## src/rtl/i2c_apb_pkg.sv

```systemverilog
// ============================================================================
// Package  : i2c_apb_pkg
// Brief    : Register offsets, STATUS bit positions and decode helper for
//            the I2C APB slave.
// Revision : 1.0
// ============================================================================
`default_nettype none

package i2c_apb_pkg;

  localparam int ADDR_W_DEFAULT  = 7;
  localparam int FIFO_AW_DEFAULT = 4;

  localparam logic [31:0] OFF_CTRL   = 32'h00;
  localparam logic [31:0] OFF_ADDR   = 32'h04;
  localparam logic [31:0] OFF_IER    = 32'h08;
  localparam logic [31:0] OFF_DATA   = 32'h0C;
  localparam logic [31:0] OFF_STATUS = 32'h10;

  localparam int ST_TX_FULL   = 0;
  localparam int ST_TX_EMPTY  = 1;
  localparam int ST_RX_FULL   = 2;
  localparam int ST_RX_EMPTY  = 3;
  localparam int ST_TX_OVF    = 4;
  localparam int ST_RX_UNF    = 5;
  localparam int ST_CORE_BUSY = 6;

  typedef enum logic [2:0] {
    REG_CTRL, REG_ADDR, REG_IER, REG_DATA, REG_STATUS, REG_NONE
  } reg_sel_e;

  function automatic reg_sel_e decode_offset(input logic [31:0] off);
    case (off)
      OFF_CTRL:   return REG_CTRL;
      OFF_ADDR:   return REG_ADDR;
      OFF_IER:    return REG_IER;
      OFF_DATA:   return REG_DATA;
      OFF_STATUS: return REG_STATUS;
      default:    return REG_NONE;
    endcase
  endfunction

endpackage

`default_nettype wire

```

## src/rtl/i2c_sync_fifo.sv

```systemverilog
// ============================================================================
// Module   : i2c_sync_fifo
// Brief    : Single-clock FIFO with extra-MSB pointers; push on full and pop
//            on empty are ignored. Storage is not reset.
// Revision : 1.0
// ============================================================================
`default_nettype none

module i2c_sync_fifo #(
  parameter int WIDTH   = 8,
  parameter int FIFO_AW = 4
) (
  input  logic             pclk,
  input  logic             prst_n,
  input  logic             push,
  input  logic             pop,
  input  logic [WIDTH-1:0] wr_data,
  output logic [WIDTH-1:0] rd_data,
  output logic             full,
  output logic             empty
);

  localparam logic [FIFO_AW:0] PTR_ONE = 1;

  logic [WIDTH-1:0] mem [2**FIFO_AW];
  logic [FIFO_AW:0] wr_ptr;
  logic [FIFO_AW:0] rd_ptr;
  logic             do_push;
  logic             do_pop;

  assign full    = (wr_ptr[FIFO_AW] != rd_ptr[FIFO_AW]) &&
                   (wr_ptr[FIFO_AW-1:0] == rd_ptr[FIFO_AW-1:0]);
  assign empty   = (wr_ptr == rd_ptr);
  // Gated on the pre-edge flags, so a pop never makes room for a same-cycle push
  assign do_push = push & ~full;
  assign do_pop  = pop & ~empty;
  assign rd_data = mem[rd_ptr[FIFO_AW-1:0]];

  always_ff @(posedge pclk or negedge prst_n) begin
    if (!prst_n) begin
      wr_ptr <= '0;
      rd_ptr <= '0;
    end else begin
      if (do_push) wr_ptr <= wr_ptr + PTR_ONE;
      if (do_pop)  rd_ptr <= rd_ptr + PTR_ONE;
    end
  end

  always_ff @(posedge pclk) begin
    if (do_push) mem[wr_ptr[FIFO_AW-1:0]] <= wr_data;
  end

endmodule

`default_nettype wire

```

## src/rtl/i2c_apb_slave.sv

```systemverilog
// ============================================================================
// Module   : i2c_apb_slave
// Brief    : Zero-wait APB completer for the I2C core: CTRL/ADDR/IER/STATUS
//            registers plus TX/RX byte FIFOs behind DATA. Optional macro
//            APB_PSLVERR_EN enables the pslverr error response.
// Revision : 1.0
// ============================================================================
`default_nettype none

module i2c_apb_slave
  import i2c_apb_pkg::*;
#(
  parameter int ADDR_W  = ADDR_W_DEFAULT,
  parameter int DATA_W  = 32,
  parameter int FIFO_AW = FIFO_AW_DEFAULT
) (
  input  logic              pclk,
  input  logic              prst_n,
  input  logic              psel,
  input  logic              penable,
  input  logic              pwrite,
  input  logic [31:0]       paddr,
  input  logic [DATA_W-1:0] pwdata,
  output logic [DATA_W-1:0] prdata,
  output logic              pready,
  output logic              pslverr,
  input  logic              tx_rd,
  output logic [7:0]        tx_data,
  output logic              tx_empty,
  input  logic              rx_wr,
  input  logic [7:0]        rx_data,
  output logic              rx_full,
  input  logic              core_busy,
  output logic              ctrl_en,
  output logic              start_pulse,
  output logic [6:0]        slv_addr,
  output logic              irq
);

  reg_sel_e    sel;
  logic        xfer, wr_xfer, rd_xfer;
  logic        tx_push, rx_pop, tx_full, rx_empty;
  logic [7:0]  rx_head, rd_byte;
  logic        tx_ovf, rx_unf, tx_ovf_set, rx_unf_set;
  logic [5:0]  ier;
  logic [6:0]  status;
  logic        unused_bits;

  assign unused_bits = ^{paddr[31:ADDR_W], pwdata[DATA_W-1:8]};

  assign sel     = decode_offset(32'(paddr[ADDR_W-1:0]));
  assign xfer    = psel & penable;
  assign wr_xfer = xfer & pwrite;
  assign rd_xfer = xfer & ~pwrite;
  assign pready  = 1'b1;

  assign tx_push    = wr_xfer & (sel == REG_DATA);
  assign rx_pop     = rd_xfer & (sel == REG_DATA);
  assign tx_ovf_set = tx_push & tx_full;
  assign rx_unf_set = rx_pop & rx_empty;

  assign status = {core_busy, rx_unf, tx_ovf, rx_empty, rx_full, tx_empty, tx_full};
  assign irq    = |(status[5:0] & ier);

  i2c_sync_fifo #(.WIDTH(8), .FIFO_AW(FIFO_AW)) u_tx_fifo (
    .pclk(pclk), .prst_n(prst_n), .push(tx_push), .pop(tx_rd),
    .wr_data(pwdata[7:0]), .rd_data(tx_data), .full(tx_full), .empty(tx_empty)
  );

  i2c_sync_fifo #(.WIDTH(8), .FIFO_AW(FIFO_AW)) u_rx_fifo (
    .pclk(pclk), .prst_n(prst_n), .push(rx_wr), .pop(rx_pop),
    .wr_data(rx_data), .rd_data(rx_head), .full(rx_full), .empty(rx_empty)
  );

  always_ff @(posedge pclk or negedge prst_n) begin
    if (!prst_n) begin
      ctrl_en     <= 1'b0;
      start_pulse <= 1'b0;
      slv_addr    <= '0;
      ier         <= '0;
      tx_ovf      <= 1'b0;
      rx_unf      <= 1'b0;
    end else begin
      start_pulse <= wr_xfer & (sel == REG_CTRL) & pwdata[1];
      if (wr_xfer && sel == REG_CTRL) ctrl_en  <= pwdata[0];
      if (wr_xfer && sel == REG_ADDR) slv_addr <= pwdata[6:0];
      if (wr_xfer && sel == REG_IER)  ier      <= pwdata[5:0];
      // A set event in the clearing cycle keeps the sticky bit high
      tx_ovf <= tx_ovf_set |
                (tx_ovf & ~(wr_xfer & (sel == REG_STATUS) & pwdata[ST_TX_OVF]));
      rx_unf <= rx_unf_set |
                (rx_unf & ~(wr_xfer & (sel == REG_STATUS) & pwdata[ST_RX_UNF]));
    end
  end

  always_comb begin
    rd_byte = 8'h00;
    case (sel)
      REG_CTRL:   rd_byte = {7'b0, ctrl_en};
      REG_ADDR:   rd_byte = {1'b0, slv_addr};
      REG_IER:    rd_byte = {2'b0, ier};
      REG_DATA:   rd_byte = rx_empty ? 8'h00 : rx_head;
      REG_STATUS: rd_byte = {1'b0, status};
      default:    rd_byte = 8'h00;
    endcase
  end

  assign prdata = (psel & ~pwrite & prst_n) ? {{(DATA_W-8){1'b0}}, rd_byte} : '0;

`ifdef APB_PSLVERR_EN
  assign pslverr = prst_n & xfer & ((sel == REG_NONE) |
                   (pwrite & (sel == REG_STATUS) & (|pwdata[3:0])) |
                   tx_ovf_set | rx_unf_set);
`else
  assign pslverr = 1'b0;
`endif

endmodule

`default_nettype wire
```

## config.mk

```make
export PLATFORM = sky130hd
export DESIGN_NAME = i2c_apb_slave
export DESIGN_NICKNAME = d
export VERILOG_FILES = /design/src/rtl/i2c_apb_pkg.sv /design/src/rtl/i2c_sync_fifo.sv /design/src/rtl/i2c_apb_slave.sv
export SDC_FILE = /design/constraint.sdc
export NUM_CORES = 1
export LEC_CHECK = 0
export CORE_UTILIZATION = 40
export CTS_CLUSTER_SIZE = 16
export DETAILED_ROUTE_END_ITERATION = 12
export GPL_TIMING_DRIVEN = 1
export SYNTH_ARGS = -nofsm -noshare
export SYNTH_HDL_FRONTEND = slang
export SYNTH_SLANG_ARGS = --single-unit
```

## constraint.sdc

```tcl
create_clock -name pclk -period 5.5 [get_ports pclk]
set_input_delay 0.55 -clock pclk [delete_from_list [all_inputs] [get_ports pclk]]
set_output_delay 0.55 -clock pclk [all_outputs]
set_load 0.03 [all_outputs]
```

==> flow_summary.rst <==
.. list-table::
   :header-rows: 1

   * - Metric
     - Value
   * - Die ar.
     - 31,400 sq um
   * - Achievable clock frequency
     - 0.230 GHz
   * - Setup Skew
     - 0.0113 ns
   * - Distinct cell type count after synthesis
     - 51
   * - Worst vdd ir
     - 280 uV
   * - Final min period
     - 4.35 ns
   * - Aggregate negative setup slack
     - 0 ns
   * - Met3 routed WL
     - 1.18 mm
   * - Setup WS pre-CTS
     - 1.43 ns
   * - Final core occ
     - 0.475
   * - Inserted Diodes
     - 0
   * - Clock-pin slew on the worst setup and hold paths
     - 0.06 ns
   * - Slew at the pin closest to its max-slew limit
     - 1.24 ns
   * - Via count of the first global-routing pass
     - 6,457
   * - Fin. Hold Viols
     - 0
   * - Final Wtd Congestion
     - 0.852
   * - Sequential element share of the synthesized area
     - 0.701
   * - Maxcap violations
     - 0
   * - Status
     - completed
   * - Final setup fails
     - 0
   * - Antenna violations before repair
     - 0
   * - Routed length on met1
     - 10.1 mm
   * - Cell at the root of the clock tree
     - clkbuf_16
   * - Critical path capture point type
     - primary output
   * - Unrepaired setup endpoints after global routing
     - false
   * - Final WS setup
     - 1.15 ns
   * - Total routing usage reported by global routing
     - 0.160
   * - Total CTS buffers
     - 30
   * - Stage delay of the slowest cell on the critical path
     - 1.05 ns
   * - Placed wire-length estimate after detailed placement
     - 17.0 mm
   * - Leakage
     - 0.00467 uW
   * - Critical Path Fanout Max
     - 20
   * - Ratio of routed vias to standard cells
     - 5.36
   * - Cells along the critical path
     - buf_4 > and3b_1 > a22oi_1 > o311ai_0 > or3_1 > a21oi_1 > clkdlybuf4s50_1
   * - CTS tree
     - built
   * - Reg2Reg Setup Slack
     - 2.09 ns
   * - Number of H-tree levels
     - 1
   * - Warnings from Yosys
     - 0
   * - Max stage delay cell, worst path
     - dfrtp_1
   * - Number of buffers inserted by hold repair at cts
     - 0
   * - Clock network latency to the later pin of the worst-skew pair
     - 0.54 ns
   * - Worst hold-check path type
     - input port to async pin
   * - Share of the clock period used by the worst path
     - 0.791
   * - Critical path start-end classification
     - register to primary output
   * - DRC marker count from the first detailed-route iteration
     - 433
   * - Overall die width
     - 177 microns
   * - Worst endpoint data arrival time
     - 3.80 ns
   * - CP required
     - 4.95 ns
   * - Max-slew headroom at the worst pin
     - 0.169
   * - Detailed Route WL
     - 24.7 mm
   * - Top-Level Pins
     - 134
   * - Count of mapped cells out of synthesis
     - 678
   * - Floorplan Core Area
     - 30,000 sq um
   * - Initial Util
     - 0.410
   * - Antenna Nets Post-Route
     - 0
   * - Proportion of layout cells with a drive suffix above 1
     - 0.194
   * - Top layer in use
     - met4
   * - Number of sinks handled by clock tree synthesis
     - 293
   * - Largest buffer count on any clock path
     - 3
   * - Wire length of the first global-routing pass
     - 37.7 mm
   * - Mean instance size in the synthesized netlist
     - 18.1 sq um
   * - Number of flip-flops and latches in the synthesized netlist
     - 293
   * - Global route total overflow
     - 0
   * - Final Max Slew Viols
     - 0
   * - Input/output buffers
     - 58
   * - Maximum number of pins on one net before global-route repair
     - 39
   * - Post-CTS Setup Bufs
     - 0
   * - DRC violation count after routing
     - 0
   * - Met2 Wirelength
     - 12.6 mm
   * - Average wire per cell in the routed design
     - 21.2 microns
   * - Total power per unit cell area
     - 413 nW/um^2
   * - Cts repair resizes
     - 0
   * - Die Span Y
     - 177 microns
   * - Number of vias after detailed routing
     - 6,233
   * - CP Launch Type
     - register
   * - Signed area change from the synthesized netlist to the final layout
     - 15.9%
   * - Synthesized cell area
     - 12,300 sq um
   * - Drt first pass iters
     - 5
   * - Net count of the finished layout
     - 842
   * - Cell Rows
     - 63
cells in the final DEF (no fill, tap or decap), types with 10 or more instances in the layout:
| cell type | n |
|---|---|
| and3_1 | 11 |
| dfrtp_1 | 35 |
| nor2_1 | 15 |
| nor3_1 | 15 |
| mux2i_1 | 32 |
| edfxtp_1 | 256 |
| conb_1 | 26 |
| mux2_2 | 16 |
| clkbuf_16 | 31 |
| clkdlybuf4s50_1 | 57 |
| nand2_1 | 18 |
| ha_1 | 10 |
| mux4_2 | 60 |
| inv_1 | 15 |
| a22oi_1 | 16 |
| xnor2_1 | 20 |
| buf_4 | 18 |
worst max-delay path, delay by kind of cell, from the launching register on:
family,cells,cell delay [ns]
flops,1,1.05
buf+inv,2,1.03
compound gates,3,0.53
simple gates,2,0.64
cell usage after synthesis, drive strengths merged:
cell type    n  area [sq um]
edfxtp     256          7690
mux4        60          1350
buf         42           285
dfrtp       37           926
mux2i       32           320
xnor2       20           175
nand2       18          67.6
a22oi       16           120
clkbuf      16          60.1
mux2        16           180
nor3        16          91.3
inv         15          56.3
nor2        15          56.3
and3        11          68.8
ha          10           125
nand4        9          56.3
nand3        8          40.0
xor2         8          70.1
nor3b        7          52.6
nor4         7          50.1
o21ai        7          38.8
a21oi        5          25.0
nor2b        5          31.3
a211o        3          26.3
a21boi       3          30.0
a2bb2oi      3          26.3
and3b        3          26.3
nand2b       3          18.8
nand3b       3          22.5
o22a         3          26.3
o22ai        3          18.8
a32o         2          20.0
and2         2          12.5
conb         2          7.51
o32a         2          20.0
or3          2          12.5
or4          2          18.8
a211oi       1          12.5
a222oi       1          10.0
and4         1          8.76
nor4b        1          15.0
o2111a       1          11.3
o311ai       1          8.76
where the power goes:
part           switching, uW  total (uW)  leakage, uW  internal, uW
clock network            781        1980     0.000467          1200
logic                    651        1210      0.00141           559
registers                123        2680      0.00279          2560
total                   1550        5880      0.00467          4320
per-stage QoR:
stage	total power (uW)	hold WS (ns)	std cells	instance area, sq um
floorplan	3560	0.254	702	12400
global placement	3920	0.503	1110	13300
detailed placement	3950	0.521	1110	13300
finish	5880	0.0771	1163	14200
global route	6100	0.101	1163	14200
CTS	5940	0.0716	1163	14200
path summary, 6_finish.rpt:
path                                                       from                              end  depth (start not counted)
worst max-delay path            u_rx_fifo.rd_ptr[0]$_DFFE_PN0P_                        prdata[6]                          7
worst min-delay path                                     prst_n  u_tx_fifo.rd_ptr[0]$_DFFE_PN0P_                          2
worst max register to register  u_rx_fifo.rd_ptr[0]$_DFFE_PN0P_    u_rx_fifo.mem[1][1]$_DFFE_PP_                          5
worst min register to register  u_rx_fifo.wr_ptr[4]$_DFFE_PN0P_  u_rx_fifo.wr_ptr[4]$_DFFE_PN0P_                          1
max in group asynchronous                                prst_n  u_rx_fifo.rd_ptr[1]$_DFFE_PN0P_                          2
min in group pclk               u_rx_fifo.wr_ptr[4]$_DFFE_PN0P_  u_rx_fifo.wr_ptr[4]$_DFFE_PN0P_                          1
cell families after synthesis:
kind of cell             after synthesis  synth area share
flip-flops                           293             0.701
AND/OR/NAND/NOR                      113            0.0528
multiplexers                         108             0.151
buffers and inverters                 73            0.0327
AO/OA/AOI/OAI                         51            0.0321
XOR/XNOR                              28            0.0200
adder cells (fa/ha/maj)               10            0.0102
other                                  2          0.000611
cell type report:
class | instances | area, sq um
clock inverters | 10 | 125
well taps | 390 | 488
fillers | 2525 | 15700
flip-flops and latches | 293 | 8620
multi-input cells | 336 | 3390
repair buffers | 76 | 711
inverters | 15 | 56.3
clock buffers | 43 | 851
sequential cells by signal, indices dropped and copies added, names as in the netlist, 5 cells and up:
| signal | count |
|---|---|
| u_tx_fifo.mem | 128 |
| u_tx_fifo.rd_ptr | 5 |
| u_rx_fifo.rd_ptr | 5 |
| ier | 6 |
| slv_addr | 7 |
| u_rx_fifo.mem | 128 |
| u_tx_fifo.wr_ptr | 5 |
| u_rx_fifo.wr_ptr | 5 |
layer usage:
metal / global-route usage / vias to the layer above
li1: - / 2799
met1: 0.201 / 3189
met2: 0.280 / 187
met3: 0.0249 / 58
met4: 0.0534 / 0
met5: 0 / -
No activity file was read; power rests on OpenSTA's default activity.
